**src/rtl/pong_game_ctrl.sv**
```systemverilog
`default_nettype none
// ============================================================================
// Module   : pong_game_ctrl
// Purpose  : Match sequencer for the two-player pong display. Keeps the BCD
//            scores, the serve owner and the text-region enables for the
//            overlay stage, and walks NEWGAME -> PLAY -> NEWBALL/OVER using a
//            frame-tick pause timer.
// Ports    : clk        - system clock, rising edge
//            reset      - asynchronous active-low reset
//            refr_tick  - one-cycle pulse per video frame
//            btn_start  - debounced start button (level)
//            point_a/b  - one-cycle score pulses from the graphics stage
//            dig0_A/dig1_A, dig0_B/dig1_B - BCD score digits (ones/tens)
//            ball       - serve owner: 00 none, 01 A, 10 B
//            gra_still  - freeze ball at serve position
//            show_rule / show_over - overlay text region enables
//            game_state - 00 NEWGAME, 01 PLAY, 10 NEWBALL, 11 OVER
// Revision : 1.0 - initial release
// ============================================================================
module pong_game_ctrl #(
    parameter int WIN_SCORE   = 5,
    parameter int PAUSE_TICKS = 120
) (
    input  logic       clk,
    input  logic       reset,
    input  logic       refr_tick,
    input  logic       btn_start,
    input  logic       point_a,
    input  logic       point_b,
    output logic [3:0] dig0_A,
    output logic [3:0] dig1_A,
    output logic [3:0] dig0_B,
    output logic [3:0] dig1_B,
    output logic [1:0] ball,
    output logic       gra_still,
    output logic       show_rule,
    output logic       show_over,
    output logic [1:0] game_state
);

    localparam int             c_TIMER_W   = $clog2(PAUSE_TICKS + 1);
    localparam logic [c_TIMER_W-1:0] c_PAUSE     = c_TIMER_W'(PAUSE_TICKS);
    localparam logic [c_TIMER_W-1:0] c_TIMER_ONE = c_TIMER_W'(1);
    localparam logic [c_TIMER_W-1:0] c_TIMER_ZERO = '0;
    localparam logic [6:0]     c_WIN       = 7'(WIN_SCORE);

    localparam logic [1:0] c_ST_NEWGAME = 2'b00;
    localparam logic [1:0] c_ST_PLAY    = 2'b01;
    localparam logic [1:0] c_ST_NEWBALL = 2'b10;
    localparam logic [1:0] c_ST_OVER    = 2'b11;

    localparam logic [1:0] c_BALL_NONE = 2'b00;
    localparam logic [1:0] c_BALL_A    = 2'b01;
    localparam logic [1:0] c_BALL_B    = 2'b10;

    // Registered state; every output is driven straight from one of these.
    logic [1:0]           r_state;
    logic [7:0]           r_score_a;   // {tens, ones}
    logic [7:0]           r_score_b;
    logic [1:0]           r_ball;
    logic                 r_gra_still;
    logic                 r_show_rule;
    logic                 r_show_over;
    logic [c_TIMER_W-1:0] r_timer;
    logic                 r_btn_prev;

    logic [1:0]           w_state_nxt;
    logic [7:0]           w_score_a_nxt;
    logic [7:0]           w_score_b_nxt;
    logic [1:0]           w_ball_nxt;
    logic                 w_gra_still_nxt;
    logic                 w_show_rule_nxt;
    logic                 w_show_over_nxt;
    logic [c_TIMER_W-1:0] w_timer_nxt;

    logic                 w_start_edge;
    logic [7:0]           w_a_inc;
    logic [7:0]           w_b_inc;
    logic [6:0]           w_a_inc_bin;
    logic [6:0]           w_b_inc_bin;
    logic                 w_pause_done;

    // Two-digit BCD increment that saturates at 99.
    function automatic logic [7:0] f_bcd_inc(input logic [7:0] v);
        if (v == 8'h99)
            return v;
        else if (v[3:0] == 4'd9)
            return {v[7:4] + 4'd1, 4'd0};
        else
            return {v[7:4], v[3:0] + 4'd1};
    endfunction

    assign w_start_edge = btn_start & ~r_btn_prev;
    assign w_a_inc      = f_bcd_inc(r_score_a);
    assign w_b_inc      = f_bcd_inc(r_score_b);
    assign w_a_inc_bin  = 7'(w_a_inc[7:4]) * 7'd10 + 7'(w_a_inc[3:0]);
    assign w_b_inc_bin  = 7'(w_b_inc[7:4]) * 7'd10 + 7'(w_b_inc[3:0]);

    // The pause ends on the tick that takes the timer to zero, so the next
    // state is visible the cycle right after the last tick.
    assign w_pause_done = (r_timer == c_TIMER_ZERO) ||
                          (refr_tick && (r_timer == c_TIMER_ONE));

    always_ff @(posedge clk or negedge reset) begin
        if (!reset) begin
            r_state     <= c_ST_NEWGAME;
            r_score_a   <= 8'h00;
            r_score_b   <= 8'h00;
            r_ball      <= c_BALL_NONE;
            r_gra_still <= 1'b1;
            r_show_rule <= 1'b1;
            r_show_over <= 1'b0;
            r_timer     <= c_TIMER_ZERO;
            r_btn_prev  <= 1'b0;
        end else begin
            r_state     <= w_state_nxt;
            r_score_a   <= w_score_a_nxt;
            r_score_b   <= w_score_b_nxt;
            r_ball      <= w_ball_nxt;
            r_gra_still <= w_gra_still_nxt;
            r_show_rule <= w_show_rule_nxt;
            r_show_over <= w_show_over_nxt;
            r_timer     <= w_timer_nxt;
            r_btn_prev  <= btn_start;
        end
    end

    always_comb begin
        w_state_nxt     = r_state;
        w_score_a_nxt   = r_score_a;
        w_score_b_nxt   = r_score_b;
        w_ball_nxt      = r_ball;
        w_gra_still_nxt = r_gra_still;
        w_show_rule_nxt = r_show_rule;
        w_show_over_nxt = r_show_over;
        w_timer_nxt     = r_timer;

        case (r_state)
            c_ST_NEWGAME: begin
                w_show_rule_nxt = 1'b1;
                w_gra_still_nxt = 1'b1;
                w_ball_nxt      = c_BALL_NONE;
                if (w_start_edge) begin
                    w_state_nxt     = c_ST_PLAY;
                    w_score_a_nxt   = 8'h00;
                    w_score_b_nxt   = 8'h00;
                    w_ball_nxt      = c_BALL_A;
                    w_show_rule_nxt = 1'b0;
                    w_gra_still_nxt = 1'b0;
                end
            end

            c_ST_PLAY: begin
                w_gra_still_nxt = 1'b0;
                // point_a has priority; a coincident point_b is dropped.
                if (point_a || point_b) begin
                    w_gra_still_nxt = 1'b1;
                    w_timer_nxt     = c_PAUSE;
                    if (point_a) begin
                        w_score_a_nxt = w_a_inc;
                        if (w_a_inc_bin == c_WIN) begin
                            w_state_nxt     = c_ST_OVER;
                            w_show_over_nxt = 1'b1;
                            w_ball_nxt      = c_BALL_NONE;
                        end else begin
                            w_state_nxt = c_ST_NEWBALL;
                            w_ball_nxt  = c_BALL_B;
                        end
                    end else begin
                        w_score_b_nxt = w_b_inc;
                        if (w_b_inc_bin == c_WIN) begin
                            w_state_nxt     = c_ST_OVER;
                            w_show_over_nxt = 1'b1;
                            w_ball_nxt      = c_BALL_NONE;
                        end else begin
                            w_state_nxt = c_ST_NEWBALL;
                            w_ball_nxt  = c_BALL_A;
                        end
                    end
                end
            end

            c_ST_NEWBALL: begin
                if (w_pause_done) begin
                    w_state_nxt     = c_ST_PLAY;
                    w_gra_still_nxt = 1'b0;
                    w_timer_nxt     = c_TIMER_ZERO;
                end else if (refr_tick) begin
                    w_timer_nxt = r_timer - c_TIMER_ONE;
                end
            end

            default: begin // c_ST_OVER
                if (w_pause_done) begin
                    w_state_nxt     = c_ST_NEWGAME;
                    w_show_over_nxt = 1'b0;
                    w_show_rule_nxt = 1'b1;
                    w_timer_nxt     = c_TIMER_ZERO;
                end else if (refr_tick) begin
                    w_timer_nxt = r_timer - c_TIMER_ONE;
                end
            end
        endcase
    end

    assign dig0_A     = r_score_a[3:0];
    assign dig1_A     = r_score_a[7:4];
    assign dig0_B     = r_score_b[3:0];
    assign dig1_B     = r_score_b[7:4];
    assign ball       = r_ball;
    assign gra_still  = r_gra_still;
    assign show_rule  = r_show_rule;
    assign show_over  = r_show_over;
    assign game_state = r_state;

endmodule
`default_nettype wire

```
**config.mk**
```make
export PLATFORM = sky130hd
export DESIGN_NAME = pong_game_ctrl
export DESIGN_NICKNAME = d
export VERILOG_FILES = /design/src/rtl/pong_game_ctrl.sv
export SDC_FILE = /design/constraint.sdc
export NUM_CORES = 1
export LEC_CHECK = 0
export BUFFER_PORTS_ARGS = -buffer_cell sky130_fd_sc_hd__buf_2
export CAP_MARGIN = 10
export CORE_MARGIN = 1.5
export CORE_UTILIZATION = 59
export CTS_CLUSTER_DIAMETER = 40
export DETAILED_ROUTE_END_ITERATION = 12
export GPL_TIMING_DRIVEN = 1
export HOLD_SLACK_MARGIN = 0.15
export PLACE_DENSITY = 0.8
export RECOVER_POWER = 25
export SLEW_MARGIN = 20
export SYNTH_ARGS = -nofsm -noshare
export SYNTH_HDL_FRONTEND = slang
export SYNTH_SLANG_ARGS = --single-unit
```
**constraint.sdc**
```tcl
create_clock -name clk -period 4.6 [get_ports clk]
set_input_delay 0.92 -clock clk [delete_from_list [all_inputs] [get_ports clk]]
set_output_delay 0.92 -clock clk [all_outputs]
set_load 0.005 [all_outputs]
```
==> qor.csv <==
metric,value,unit
crit-path cells,inv_1 -> ha_1 -> and3b_1 -> nand2_1 -> a21oi_1 -> inv_1 -> ha_1 -> ha_1 -> fa_1 -> xor2_1 -> nand3b_1 -> a2111oi_2 -> a31oi_1 -> or2_1,
FMAX,0.253,GHz
asr flop ratio synth,100,%
Mean Syn Cell Area,8.96,sq um
register bit total from synthesis,31,
Worst IR Drop VDD,373,uV
Pre-antenna DRT Iters,4,
Rows,23,
Bufs and invs on worst path,2,
cts hold-fix bufs,0,
chip height,68.9,um
core area,0.00409,sq mm
Total Wirelength,5410,um
Leak,1.39,nW
Residual DRC,0,
I/O pin count,29,
CTS tree,done,
Final HPWL DP,4020,um
Antenna Nets Post-Route,0,
CTS-repair resized insts,0,
relative slew slack,-14.7,%
largest net degree at the start of global routing,32,
Pwr Density,444,mW/mm^2
violated checks,"max-capacitance violations, max-slew violations",
fillers,330,
die area,0.00475,sq mm
final global-route overflow total,0,
Hold Path Class,register to register,
r2r setup slk,0.65,ns
Worst path slowest cell,fa_1,
PnR Total Power,1.26,mW
Comb pwr share,47.0,%
Port Buffers,28,
Worst-Skew Late Latency,0.29,ns
Vias per Instance,5.79,
Area growth syn-to-layout,10.4,%
Max clock buf depth,2,
Final Wtd Congestion,0.891,
drt wl/cell,14.8,um
Final Critical Period,3.95,ns
"Req. time, crit path",4.78,ns
P_sw,0.539,mW
first-pass GRT wire length,9030,um
CTS buffer count,5,
"Hold Violations, Final",0,
antenna violations before repair,0,
worst setup margin,0.655,ns
Worst Setup Start Kind,register,
First DRT Iteration DRCs,134,
register share of total power,34.0,%
via count,2119,
layout cell share with drive strength beyond 1,14.9,%
CTS root buf,clkbuf_8,
setup TNS,0,ns
Mapped Nets,323,
number of enable flip-flop cells after synthesis,0,
"Top FF cell, synth",dfrtp_1,
slowest cell delay on critical path,0.61,ns
Slew Limit Fails,32,
Post-Syn Area,0.00256,sq mm
CP endpoint kind,register,
Die Width,68.9,um
Worst EP arrival,4.12,ns
Post-Synthesis Cells,286,
post-synthesis sequential area ratio,30.4,%
Final Hold Slack,0.519,ns
run status,"finished, violations left",
skew final,0.00431,ns
"Period Utilization, post-route",85.8,%
CTS H-Tree Depth,2,
"Top cell by count, worst path",ha_1,
Pint,0.717,mW
Crit Path Max Fanout,7,
RSZ-0062 raised after global routing,no,
overall global routing resource usage,25.9,%
worst-margin pin slew,1.72,ns
Yosys warning count,0,
family with the most delay on the worst path,adder cells,
nets,352,
Crit Path Category,register to register,
Net Sw Frac,42.9,%
MaxCap Viol Count,1,
clock share of power,19.0,%
Setup Viol. Count Final,0,
Place WS,0.660,ns
Antenna Diode Count,0,
Clock Sinks,31,
"Setup Fix Bufs, Post-CTS",0,
number of global-route vias before repair,1972,
initial cell density of the core,62.7,%
post-synth cell types,47,
Clock Pin Slew Worst Setup and Hold Paths,0.06,ns
-- Yosys cell counts, drive strengths merged, types with 4 or more instances --
| master | n | area (sq um) |
|---|---|---|
| fa | 4 | 80.1 |
| xnor2 | 5 | 43.8 |
| o21ai | 38 | 190 |
| xor2 | 8 | 70.1 |
| nand3 | 7 | 35.0 |
| clkbuf | 6 | 42.5 |
| inv | 16 | 60.1 |
| nand3b | 7 | 65.1 |
| nor2 | 25 | 101 |
| a21oi | 21 | 120 |
| ha | 27 | 338 |
| a22o | 8 | 70.1 |
| nand2 | 28 | 105 |
| a31oi | 4 | 25.0 |
| dfrtp | 29 | 726 |
| nor3 | 6 | 30.0 |
| and2 | 4 | 25.0 |
| a21o | 4 | 30.0 |
| o31ai | 5 | 37.5 |
-- power groups by stage --
| stage | Combinational (mW) | Sequential, mW | Clock (mW) |
|---|---|---|---|
| floorplan | 0.450 | 0.418 | 0 |
| global placement | 0.568 | 0.425 | 0 |
| detailed placement | 0.586 | 0.430 | 0 |
| CTS | 0.589 | 0.425 | 0.245 |
| global route | 0.673 | 0.436 | 0.257 |
| finish | 0.590 | 0.427 | 0.239 |
-- cells by family (layout without fill, tap and decap cells) --
logic type      count (synthesis)  after routing  share of synthesized area, %
simple gates                   93             93                          19.1
flops                          31             31                          30.4
compound gates                 88             88                          21.8
xor+xnor                       16             16                          7.08
mux                             2              2                         0.781
fa+ha+maj                      31             31                          16.3
buf+inv                        25             55                          4.59
-- layer usage --
layer | share of wire (%) | wire length (um) | track usage, %
met5 | 0 | 0 | 0
met2 | 45 | 2460 | 40.1
met4 | 1.6 | 85 | 9.56
met3 | 4.9 | 263 | 6.33
met1 | 48 | 2600 | 35.2
-- final cells by class --
type	count	area [sq um]	share of cell area, %
clock buffers	8	100	3.54
inverters	16	60.1	2.12
multi-input cells	230	1670	58.9
flip-flops and latches	31	778	27.5
well taps	50	62.6	2.21
repair buffers	31	160	5.66
-- worst register-to-register path: stages (launching register included) --
cell       delay (ns)
dfrtp_1          0.43
inv_1            0.09
ha_1             0.20
and3b_1          0.32
nand2_1          0.16
a21oi_1          0.32
inv_1            0.11
ha_1             0.29
ha_1             0.21
fa_1             0.61
xor2_1           0.16
nand3b_1         0.11
a2111oi_2        0.48
a31oi_1          0.14
or2_1            0.21
-- state kept, by name (all words and copies together), names as in the netlist --
signal	flops
ball	2
r_timer	7
game_state	2
show_rule	1
show_over	1
r_score_b	8
r_score_a	8
gra_still	1
r_btn_prev	1
-- placed cells by master (no fill, tap or decap), drive strengths merged, types with 2 or more instances in the layout --
cell type and n:
or3 2, buf 29, o41ai 2, nor4 3
clkbuf 10, nor2 25, nand3b 7, nor2b 3
nor3 6, xnor3 3, dfstp 2, ha 27
mux2i 2, fa 4, nand3 7, a21oi 21
a22o 8, nand2 28, dfrtp 29, o31ai 5
o21ai 38, a21o 4, a32oi 2, and2 4
a31oi 4, xor2 8, and3b 2, xnor2 5
inv 16
-- per-stage QoR --
step / instances / area (sq um) / util (%)
2_1_floorplan: 286 / 2560 / -
4_1_cts: 366 / 2830 / 69.3
5_1_grt: 366 / 2830 / 69.2
3_5_place_dp: 358 / 2730 / 66.8
3_3_place_gp: 358 / 2730 / 66.8
6_report: 366 / 2830 / 69.2
-- worst paths after layout --
path | start | end | cells past startpoint
worst max-delay path | r_score_b[1] | ball[0] | 14
worst min-delay path | r_timer[1] | r_timer[1] | 2
worst max register to register | r_score_b[1] | ball[0] | 14
worst min register to register | r_timer[1] | r_timer[1] | 2
max in group asynchronous | reset | r_score_a[0] | 1
min in group asynchronous | reset | r_score_a[1] | 1
(Power assumes the default switching activity.)
